==> src/rtl/exp1_pkg.sv <==
// Shared definitions for the exp1 stimulus/response tester.
// Holds the FSM state encoding, vector count, golden truth table for
// Z = A & (B | C), and the register widths used by the tester and its
// settle timer.
package exp1_pkg;

    typedef enum logic [1:0] {
        IDLE   = 2'd0,
        SETTLE = 2'd1,
        CHECK  = 2'd2,
        DONE   = 2'd3
    } state_t;

    localparam int NUM_VECTORS = 8;
    localparam int IDX_W       = 3;
    localparam int ERR_W       = 4;
    localparam int CNT_W       = 8;

    // Bit i is the expected Z for input vector {A,B,C} = i.
    localparam logic [NUM_VECTORS-1:0] EXPECTED_MASK = 8'hE0;

    function automatic logic golden(input logic [IDX_W-1:0] idx);
        return EXPECTED_MASK[idx];
    endfunction

endpackage

==> src/rtl/exp1_tester_if.sv <==
// Bus between the exp1 tester and the lab top level.
// Signals:
//   start     - run request (into tester)
//   z_i       - DUT output Z (into tester)
//   a_o/b_o/c_o - DUT inputs A/B/C (from tester)
//   busy, done, pass, err_count, fail_vec - status (from tester)
// Modports: master = tester side, slave = environment side.
interface exp1_tester_if;
    import exp1_pkg::*;

    logic                   start;
    logic                   z_i;
    logic                   a_o;
    logic                   b_o;
    logic                   c_o;
    logic                   busy;
    logic                   done;
    logic                   pass;
    logic [ERR_W-1:0]       err_count;
    logic [NUM_VECTORS-1:0] fail_vec;

    modport master (
        input  start, z_i,
        output a_o, b_o, c_o, busy, done, pass, err_count, fail_vec
    );

    modport slave (
        output start, z_i,
        input  a_o, b_o, c_o, busy, done, pass, err_count, fail_vec
    );

endinterface

==> src/rtl/exp1_settle_timer.sv <==
// Settle down-counter for the exp1 tester.
// Ports:
//   clk, rst_n     - clock, asynchronous active-low reset
//   i_load         - load i_load_value into the counter this edge
//   i_load_value   - value loaded (number of settle cycles minus one)
//   o_zero         - counter has reached zero
// The counter stops at zero until reloaded.
module exp1_settle_timer
    import exp1_pkg::*;
(
    input  logic             clk,
    input  logic             rst_n,
    input  logic             i_load,
    input  logic [CNT_W-1:0] i_load_value,
    output logic             o_zero
);

    logic [CNT_W-1:0] r_cnt;

    always_ff @(posedge clk or negedge rst_n) begin
        if (!rst_n) begin
            r_cnt <= '0;
        end else if (i_load) begin
            r_cnt <= i_load_value;
        end else if (r_cnt != '0) begin
            r_cnt <= r_cnt - 1'b1;
        end
    end

    assign o_zero = (r_cnt == '0);

endmodule

==> src/rtl/exp1_tester.sv <==
// Stimulus/response tester for the A & (B | C) function block.
// Steps {A,B,C} through 0..7, holds each vector SETTLE_CYCLES cycles,
// samples Z for one cycle and scores it against the golden table.
// Ports:
//   clk, rst_n - clock, asynchronous active-low reset
//   bus        - exp1_tester_if master: start/z_i in; a_o/b_o/c_o,
//                busy, done, pass, err_count, fail_vec out
// Parameter SETTLE_CYCLES: hold time per vector, 1..255.
module exp1_tester
    import exp1_pkg::*;
#(
    parameter int SETTLE_CYCLES = 4
) (
    input  logic          clk,
    input  logic          rst_n,
    exp1_tester_if.master bus
);

    localparam logic [CNT_W-1:0] LOAD_VAL = CNT_W'(SETTLE_CYCLES - 1);
    localparam logic [IDX_W-1:0] LAST_IDX = IDX_W'(NUM_VECTORS - 1);

    state_t                 r_state;
    state_t                 w_next;
    logic [IDX_W-1:0]       r_idx;
    logic [ERR_W-1:0]       r_err_count;
    logic [NUM_VECTORS-1:0] r_fail_vec;

    logic w_start_run;
    logic w_check;
    logic w_advance;
    logic w_load;
    logic w_zero;
    logic w_mismatch;

    exp1_settle_timer u_timer (
        .clk          (clk),
        .rst_n        (rst_n),
        .i_load       (w_load),
        .i_load_value (LOAD_VAL),
        .o_zero       (w_zero)
    );

    always_ff @(posedge clk or negedge rst_n) begin
        if (!rst_n) begin
            r_state <= IDLE;
        end else begin
            r_state <= w_next;
        end
    end

    always_comb begin
        w_next      = r_state;
        w_start_run = 1'b0;
        w_check     = 1'b0;
        w_advance   = 1'b0;
        case (r_state)
            // start is only honoured when no run is in progress
            IDLE, DONE: begin
                if (bus.start) begin
                    w_start_run = 1'b1;
                    w_next      = SETTLE;
                end
            end
            SETTLE: begin
                if (w_zero) begin
                    w_next = CHECK;
                end
            end
            CHECK: begin
                w_check = 1'b1;
                if (r_idx == LAST_IDX) begin
                    w_next = DONE;
                end else begin
                    w_advance = 1'b1;
                    w_next    = SETTLE;
                end
            end
            default: begin
                w_next = IDLE;
            end
        endcase
    end

    assign w_load     = w_start_run | w_advance;
    // z_i is only looked at during the single CHECK cycle
    assign w_mismatch = w_check && (bus.z_i != golden(r_idx));

    always_ff @(posedge clk or negedge rst_n) begin
        if (!rst_n) begin
            r_idx       <= '0;
            r_err_count <= '0;
            r_fail_vec  <= '0;
        end else if (w_start_run) begin
            r_idx       <= '0;
            r_err_count <= '0;
            r_fail_vec  <= '0;
        end else begin
            if (w_mismatch) begin
                r_err_count        <= r_err_count + 1'b1;
                r_fail_vec[r_idx]  <= 1'b1;
            end
            // idx stops at 7 on the last CHECK, so it never wraps mid-run
            if (w_advance) begin
                r_idx <= r_idx + 1'b1;
            end
        end
    end

    // DUT inputs come straight from the idx flops so they never glitch
    assign bus.a_o       = r_idx[2];
    assign bus.b_o       = r_idx[1];
    assign bus.c_o       = r_idx[0];
    assign bus.busy      = (r_state == SETTLE) || (r_state == CHECK);
    assign bus.done      = (r_state == DONE);
    assign bus.pass      = (r_state == DONE) && (r_err_count == '0);
    assign bus.err_count = r_err_count;
    assign bus.fail_vec  = r_fail_vec;

endmodule

==> src/flat_wrapper.sv <==
// flat-port wrapper written by rule: the top's interface ports become plain ports
module exp1_tester_flat import exp1_pkg::*;
#(
    parameter int SETTLE_CYCLES = 4
)
  (clk, rst_n, bus_start, bus_z_i, bus_a_o, bus_b_o, bus_c_o, bus_busy, bus_done, bus_pass, bus_err_count, bus_fail_vec);
  exp1_tester_if bus_i ();
  input  logic clk;
  input  logic rst_n;
  input wire logic [$bits(bus_i.start)-1:0] bus_start;
  input wire logic [$bits(bus_i.z_i)-1:0] bus_z_i;
  output wire logic [$bits(bus_i.a_o)-1:0] bus_a_o;
  output wire logic [$bits(bus_i.b_o)-1:0] bus_b_o;
  output wire logic [$bits(bus_i.c_o)-1:0] bus_c_o;
  output wire logic [$bits(bus_i.busy)-1:0] bus_busy;
  output wire logic [$bits(bus_i.done)-1:0] bus_done;
  output wire logic [$bits(bus_i.pass)-1:0] bus_pass;
  output wire logic [$bits(bus_i.err_count)-1:0] bus_err_count;
  output wire logic [$bits(bus_i.fail_vec)-1:0] bus_fail_vec;
  assign bus_i.start = bus_start;
  assign bus_i.z_i = bus_z_i;
  assign bus_a_o = bus_i.a_o;
  assign bus_b_o = bus_i.b_o;
  assign bus_c_o = bus_i.c_o;
  assign bus_busy = bus_i.busy;
  assign bus_done = bus_i.done;
  assign bus_pass = bus_i.pass;
  assign bus_err_count = bus_i.err_count;
  assign bus_fail_vec = bus_i.fail_vec;
  exp1_tester #(.SETTLE_CYCLES(SETTLE_CYCLES)) u_core (.clk(clk), .rst_n(rst_n), .bus(bus_i));
endmodule
==> config.mk <==
export PLATFORM = sky130hd
export DESIGN_NAME = exp1_tester_flat
export DESIGN_NICKNAME = d
export VERILOG_FILES = /design/src/rtl/exp1_pkg.sv /design/src/rtl/exp1_tester_if.sv /design/src/rtl/exp1_settle_timer.sv /design/src/rtl/exp1_tester.sv /design/src/flat_wrapper.sv
export SDC_FILE = /design/constraint.sdc
export NUM_CORES = 1
export LEC_CHECK = 0
export BUFFER_PORTS_ARGS = -buffer_cell sky130_fd_sc_hd__buf_2
export CORE_ASPECT_RATIO = 1.1
export CORE_UTILIZATION = 59
export CTS_CLUSTER_DIAMETER = 120
export CTS_CLUSTER_SIZE = 16
export DETAILED_ROUTE_END_ITERATION = 16
export MAX_ROUTING_LAYER = met4
export PLACE_DENSITY = 0.83
export SETUP_SLACK_MARGIN = 0.02
export SLEW_MARGIN = 15
export SYNTH_ARGS = -nofsm -noshare
export SYNTH_HDL_FRONTEND = slang
export SYNTH_SLANG_ARGS = --single-unit
==> constraint.sdc <==
create_clock -name clk -period 5.5 [get_ports clk]
set_clock_uncertainty 0.1 [all_clocks]
set_input_delay 0.55 -clock clk [delete_from_list [all_inputs] [get_ports clk]]
set_output_delay 0.55 -clock clk [all_outputs]
set_load 0.01 [all_outputs]
## Word-level counts from Yosys, hierarchy flattened

Memory sizes are Yosys's and may differ from the RTL's.
Cells that the tools add are included.
Widths: inputs -> output; s select.

| cells by class | value |
|---|---|
| bitwise operators | 2 |
| magnitude comparators | 2 |
| muxes and demuxes | 20 |
| add/subtract/negate cells | 3 |
| equality and inequality tests | 7 |
| reductions and logical operators | 13 |

Operator list:

| operator | count |
|---|---|
| $mux 8 | 4 |
| $logic_not 8->1 | 1 |
| $mux 4 | 2 |
| $or 8x8->8 | 1 |
| $reduce_bool 8->1 | 1 |
| $sub 8x1->8 const B | 1 |
| $mux 1 | 7 |
| $mux 2 | 3 |
| $mux 3 | 2 |
| $pmux 2 s3 | 1 |
| $reduce_bool 2->1 | 3 |
| $add 4x1->4 const B | 1 |
| $eq 2x2->1 const B | 2 |
| $logic_not 4->1 | 1 |
| $lt 3x4->1 const B | 1 |
| $ne 2x2->1 const B | 2 |
| $add 3x1->3 const B | 1 |
| $demux 1 s3 | 1 |
| $eq 3x3->1 const B | 1 |
| $ge 3x1->1 const B | 1 |
| $logic_and 1x1->1 | 3 |
| $eq 2x1->1 const B | 1 |
| $logic_not 2->1 | 1 |
| $reduce_and 2->1 | 1 |
| 4 further kinds | 4 |

| storage, ports and cells | value |
|---|---|
| memories kept | 1 |
| word-level logic and storage cells | 53 |
| input port bits | 4 |
| bits in registers | 25 |
| memory bits (read-only) | 8 |

Memory list:

| memory | depth | width | rd ports | clocked after Yosys merged registers in | write ports | RTL line | source |
|---|---|---|---|---|---|---|---|
| (no name shown) | 8 | 1 | 1 | 0 | 0 | exp1_pkg.sv:23 | `return EXPECTED_MASK[idx];` |

## Logic depth before layout (Yosys ltp)

| logic depth | value |
|---|---|
| depth after elaboration | 7 |
| mapped depth | 7 |
| depth with buffers taken out | 6 |

## Cells and area by module

A second synthesis with hierarchy kept.

| unflattened totals | value |
|---|---|
| cells, all modules | 145 |
| area total of the unflattened synthesis | 1396.3 µm² |

By module, submodules not included:

| module | area an instance (µm²) | sequential area each (µm²) | times used | cells each |
|---|---|---|---|---|
| exp1_tester | 919.6 | 425.4 | 1 | 91 |
| exp1_settle_timer | 476.7 | 200.2 | 1 | 54 |

## Least setup slack after synthesis

OpenSTA, ideal clock, no wires.

| path | value |
|---|---|
| kind | flip-flop to flip-flop |
| start | register u_core.u_timer.r_cnt[0] |
| end | register u_core.r_state[1] |
| clock period less this slack | 1799 ps |
| stages on the path, launching flop included | 7 |
| data arrival time | 1573 ps |
| setup slack | 3701 ps |
| required time | 5274 ps |
| setup time | 126 ps |
| cells stage by stage | dfrtp_1 -> inv_1 -> ha_1 -> nor3b_1 -> nand2_1 -> mux2i_1 -> a221o_1 |

| between the ends | value |
|---|---|
| cells in the longest elaborated chain, start to end | 3 |

Ends and longest elaborated chain:

| item | RTL line | source |
|---|---|---|
| start: declaration | exp1_settle_timer.sv:18 | `logic [CNT_W-1:0] r_cnt;` |
| start signal: assignment | exp1_settle_timer.sv:24 | `r_cnt <= i_load_value;` |
| start signal: assignment | exp1_settle_timer.sv:26 | `r_cnt <= r_cnt - 1'b1;` |
| $logic_not 8->1 | exp1_settle_timer.sv:30 | `assign o_zero = (r_cnt == '0);` |
| $ne 2x2->1 (no line) | -- |  |
| $reduce_and 2->1 (no line) | -- |  |
| end signal: assignment | exp1_tester.sv:47 | `r_state <= w_next;` |
| end: declaration | exp1_tester.sv:22 | `state_t r_state;` |

No other way between the ends.
A chain may end at the register's enable or synchronous reset.

## Worst setup path in the final report

| path | value |
|---|---|
| start | register u_core.r_state[1] |
| end | output bus_pass |

| between the ends | value |
|---|---|
| cells in the longest elaborated chain, start to end | 2 |

Ends and longest elaborated chain:

| item | RTL line | source |
|---|---|---|
| $eq 2x2->1 | exp1_tester.sv:115 | `assign bus.pass = (r_state == DONE) && (r_err_count == '0);` |
| $logic_and 1x1->1 | exp1_tester.sv:115 |  |
| end: declaration | flat_wrapper.sv:17 | `output wire logic [$bits(bus_i.pass)-1:0] bus_pass;` |

No other way between the ends.

==> flow_summary.ini <==
[critical_path]
cpPeakStageDelay_ns = 0.43
end_kind = output pin
critPathTopFamily = flip-flops
crit_chain = ha_1 -> nor4bb_1 -> buf_2
crit_fanout = 4
worstPathArrival_ns = 1.38
critPathKind = reg2out
worstSetupStartpointType = register
cp_num_buf_inv = 1
critPathRequiredTime_ns = 4.85
cp_slowest_cell = dfrtp_1
r2r_setup_slack_ns = 3.49

[timing]
rsz0062_at_grt = no
whs_ns = 0.1087
setup_violations = 0
max_freq_ghz = 0.4916
final_max_slew_viol_count = 0
min_period_ns = 2.034
setup-tns-final_ns = 0
maxSlewHeadroom_pct = 58.40
worst_pin_slew_ns = 0.6183
post-route-period-util_pct = 36.99
hold_viol_final = 0

[die]
rows = 17
core_sq_um = 2063
die_w_um = 47.40
start_util_pct = 64.83
io-pin-count = 22
dieArea_sq_um = 2461
die_height_um = 51.94

[min_path]
hold_path_class = in2async

[cells_and_area]
finalNetCount = 173
fin_cells = 187
layout-drive-gt1-share_pct = 20.13
syn_to_final_growth_pct = 10.94
diodes = 0
fillers = 162
fin_area_sq_um = 1484

[global_routing]
antenna_found_initial = 0
grtUsageTotal_pct = 26.46
grt_pass1_wl_um = 4429
gr-total-overflow = 0
grt_pass1_vias = 1082
grt_start_max_net_pins = 26

[cts]
cts_tree = built
cts.sinks = 25
postCtsSetupRepairBufs = 0
hold_buffers = 0
clock_latency_ns = 0.31
path_clk_slew_ns = 0.13
cts_resized = 0
cts_buffers = 3
clk_path_buf_depth = 2
root_buffer = clkbuf_4
htree_levels = 1

[route]
drtIter0Drc = 17
wl_um = 2623
first_pass_iters = 5
drcViolationCount = 0
avgViaCountPerCell = 5.594
antenna_left = 0
avgRoutedWirePerCell_um = 14.03
num_vias = 1046

[job]
drv_cap = 0

[logic_synthesis]
netlist_area_sq_um = 1338
syn_inst = 139
synth.net_count = 152
synth_seq_cells = 25
ys_warn_count = 0
ys_seq_area_share_pct = 46.77
dominantRegCellSynth = dfrtp_1
syn_area_per_cell_sq_um = 9.623
postSynth.asyncResetShare_pct = 100.0
ys_types = 36
synth-edff-count = 0

[placed_design]
port_buffers = 21
placed_cell_area_sq_um = 1458
globalplace.congestion = 0.7639
place_inst = 183
dp_hpwl_um = 1983

[power]
powerDensity_nw_per_um2 = 455.6
ir_worst_vdd_v = 0.0003065
p_leak_nw = 0.7690
power_uw = 676.1

[status]
status = complete, no violations
## cell families after synthesis
family                   Yosys count  synth area share (%)
AND/OR/NAND/NOR                   61                 23.20
adder cells (fa/ha/maj)            9                 8.419
buffers and inverters             15                 4.303
multiplexers                       6                 4.584
AO/OA/AOI/OAI                     19                 10.10
flip-flops                        25                 46.77
XOR/XNOR                           4                 2.620
## layout make-up
class | instances | area (sq um) | share of cell area [%]
Timing Repair Buffer | 21 | 105.1 | 7.083
Clock buffer | 4 | 26.28 | 1.771
Sequential cell | 25 | 625.6 | 42.16
Multi-Input combinational cell | 99 | 654.4 | 44.10
Inverter | 10 | 37.54 | 2.530
Tap cell | 28 | 35.03 | 2.361
## path summary, 6_finish.rpt
| kind | to | cells past startpoint | startpoint |
|---|---|---|---|
| max | bus_pass | 3 | u_core.r_state[1] |
| min | u_core.bus.fail_vec[5] | 1 | rst_n |
| max reg2reg | u_core.r_state[1] | 6 | u_core.u_timer.r_cnt[0] |
| min reg2reg | u_core.bus.fail_vec[1] | 2 | u_core.bus.fail_vec[1] |
| max in group asynchronous | u_core.bus.fail_vec[6] | 1 | rst_n |
| min in group clk | u_core.bus.fail_vec[1] | 2 | u_core.bus.fail_vec[1] |
## per-layer routing
layer  track usage (%)  vias to the layer above  wire length [um]
li1                  -                      515                 -
met1             28.44                      510              1119
met2             46.12                       17              1413
met3             4.861                        4                54
met4             10.95                        0                35
met5                 -                        -                 0
## per-stage QoR
| stage | utilization (%) | setup WS, ns |
|---|---|---|
| after global routing | 71.92 | 3.311 |
| after detailed placement | 70.65 | 3.541 |
| after global placement | 70.65 | 3.616 |
| after floorplan | - | 3.701 |
| after CTS | 71.92 | 3.486 |
| final | 71.92 | 3.466 |
## cells in the mapped netlist, drive strengths merged (2+ instances only)
cell | count | area share, %
o21ai | 5 | 2.7
and2 | 2 | 0.94
xnor2 | 3 | 2.0
nand2 | 11 | 3.1
a31oi | 2 | 0.94
nor2 | 27 | 7.6
mux2i | 5 | 3.7
a41oi | 2 | 1.3
a21oi | 6 | 2.2
nor3 | 3 | 1.1
dfrtp | 25 | 47
inv | 10 | 2.8
nor4 | 5 | 2.8
clkbuf | 4 | 1.1
nor2b | 3 | 1.4
ha | 9 | 8.4
## power by group
part	total [mW]	switching, mW	internal [mW]	leakage, nW
clock	0.0797	0.0514	0.0282	0.0150
combinational	0.301	0.169	0.132	0.422
sequential	0.296	0.0644	0.231	0.332
## state kept, by name (all words and copies together), names as in the netlist
register	count
u_core.bus.fail_vec	8
u_core.bus.err_count	4
u_core.r_idx	3
u_core.r_state	2
u_core.u_timer.r_cnt	8
## layout by cell type, fill, tap and decap left out, types with 3 or more instances in the layout
master     n
nor2b_1    3
buf_2     21
inv_1     10
dfrtp_1   25
clkbuf_4   3
ha_1       9
nor4_1     4
nand2_1   11
xnor2_1    3
nor2_1    27
a21oi_1    6
o21ai_0    3
mux2i_1    5
nor3_1     3
Note: power is estimated with default switching activity, not from simulation.
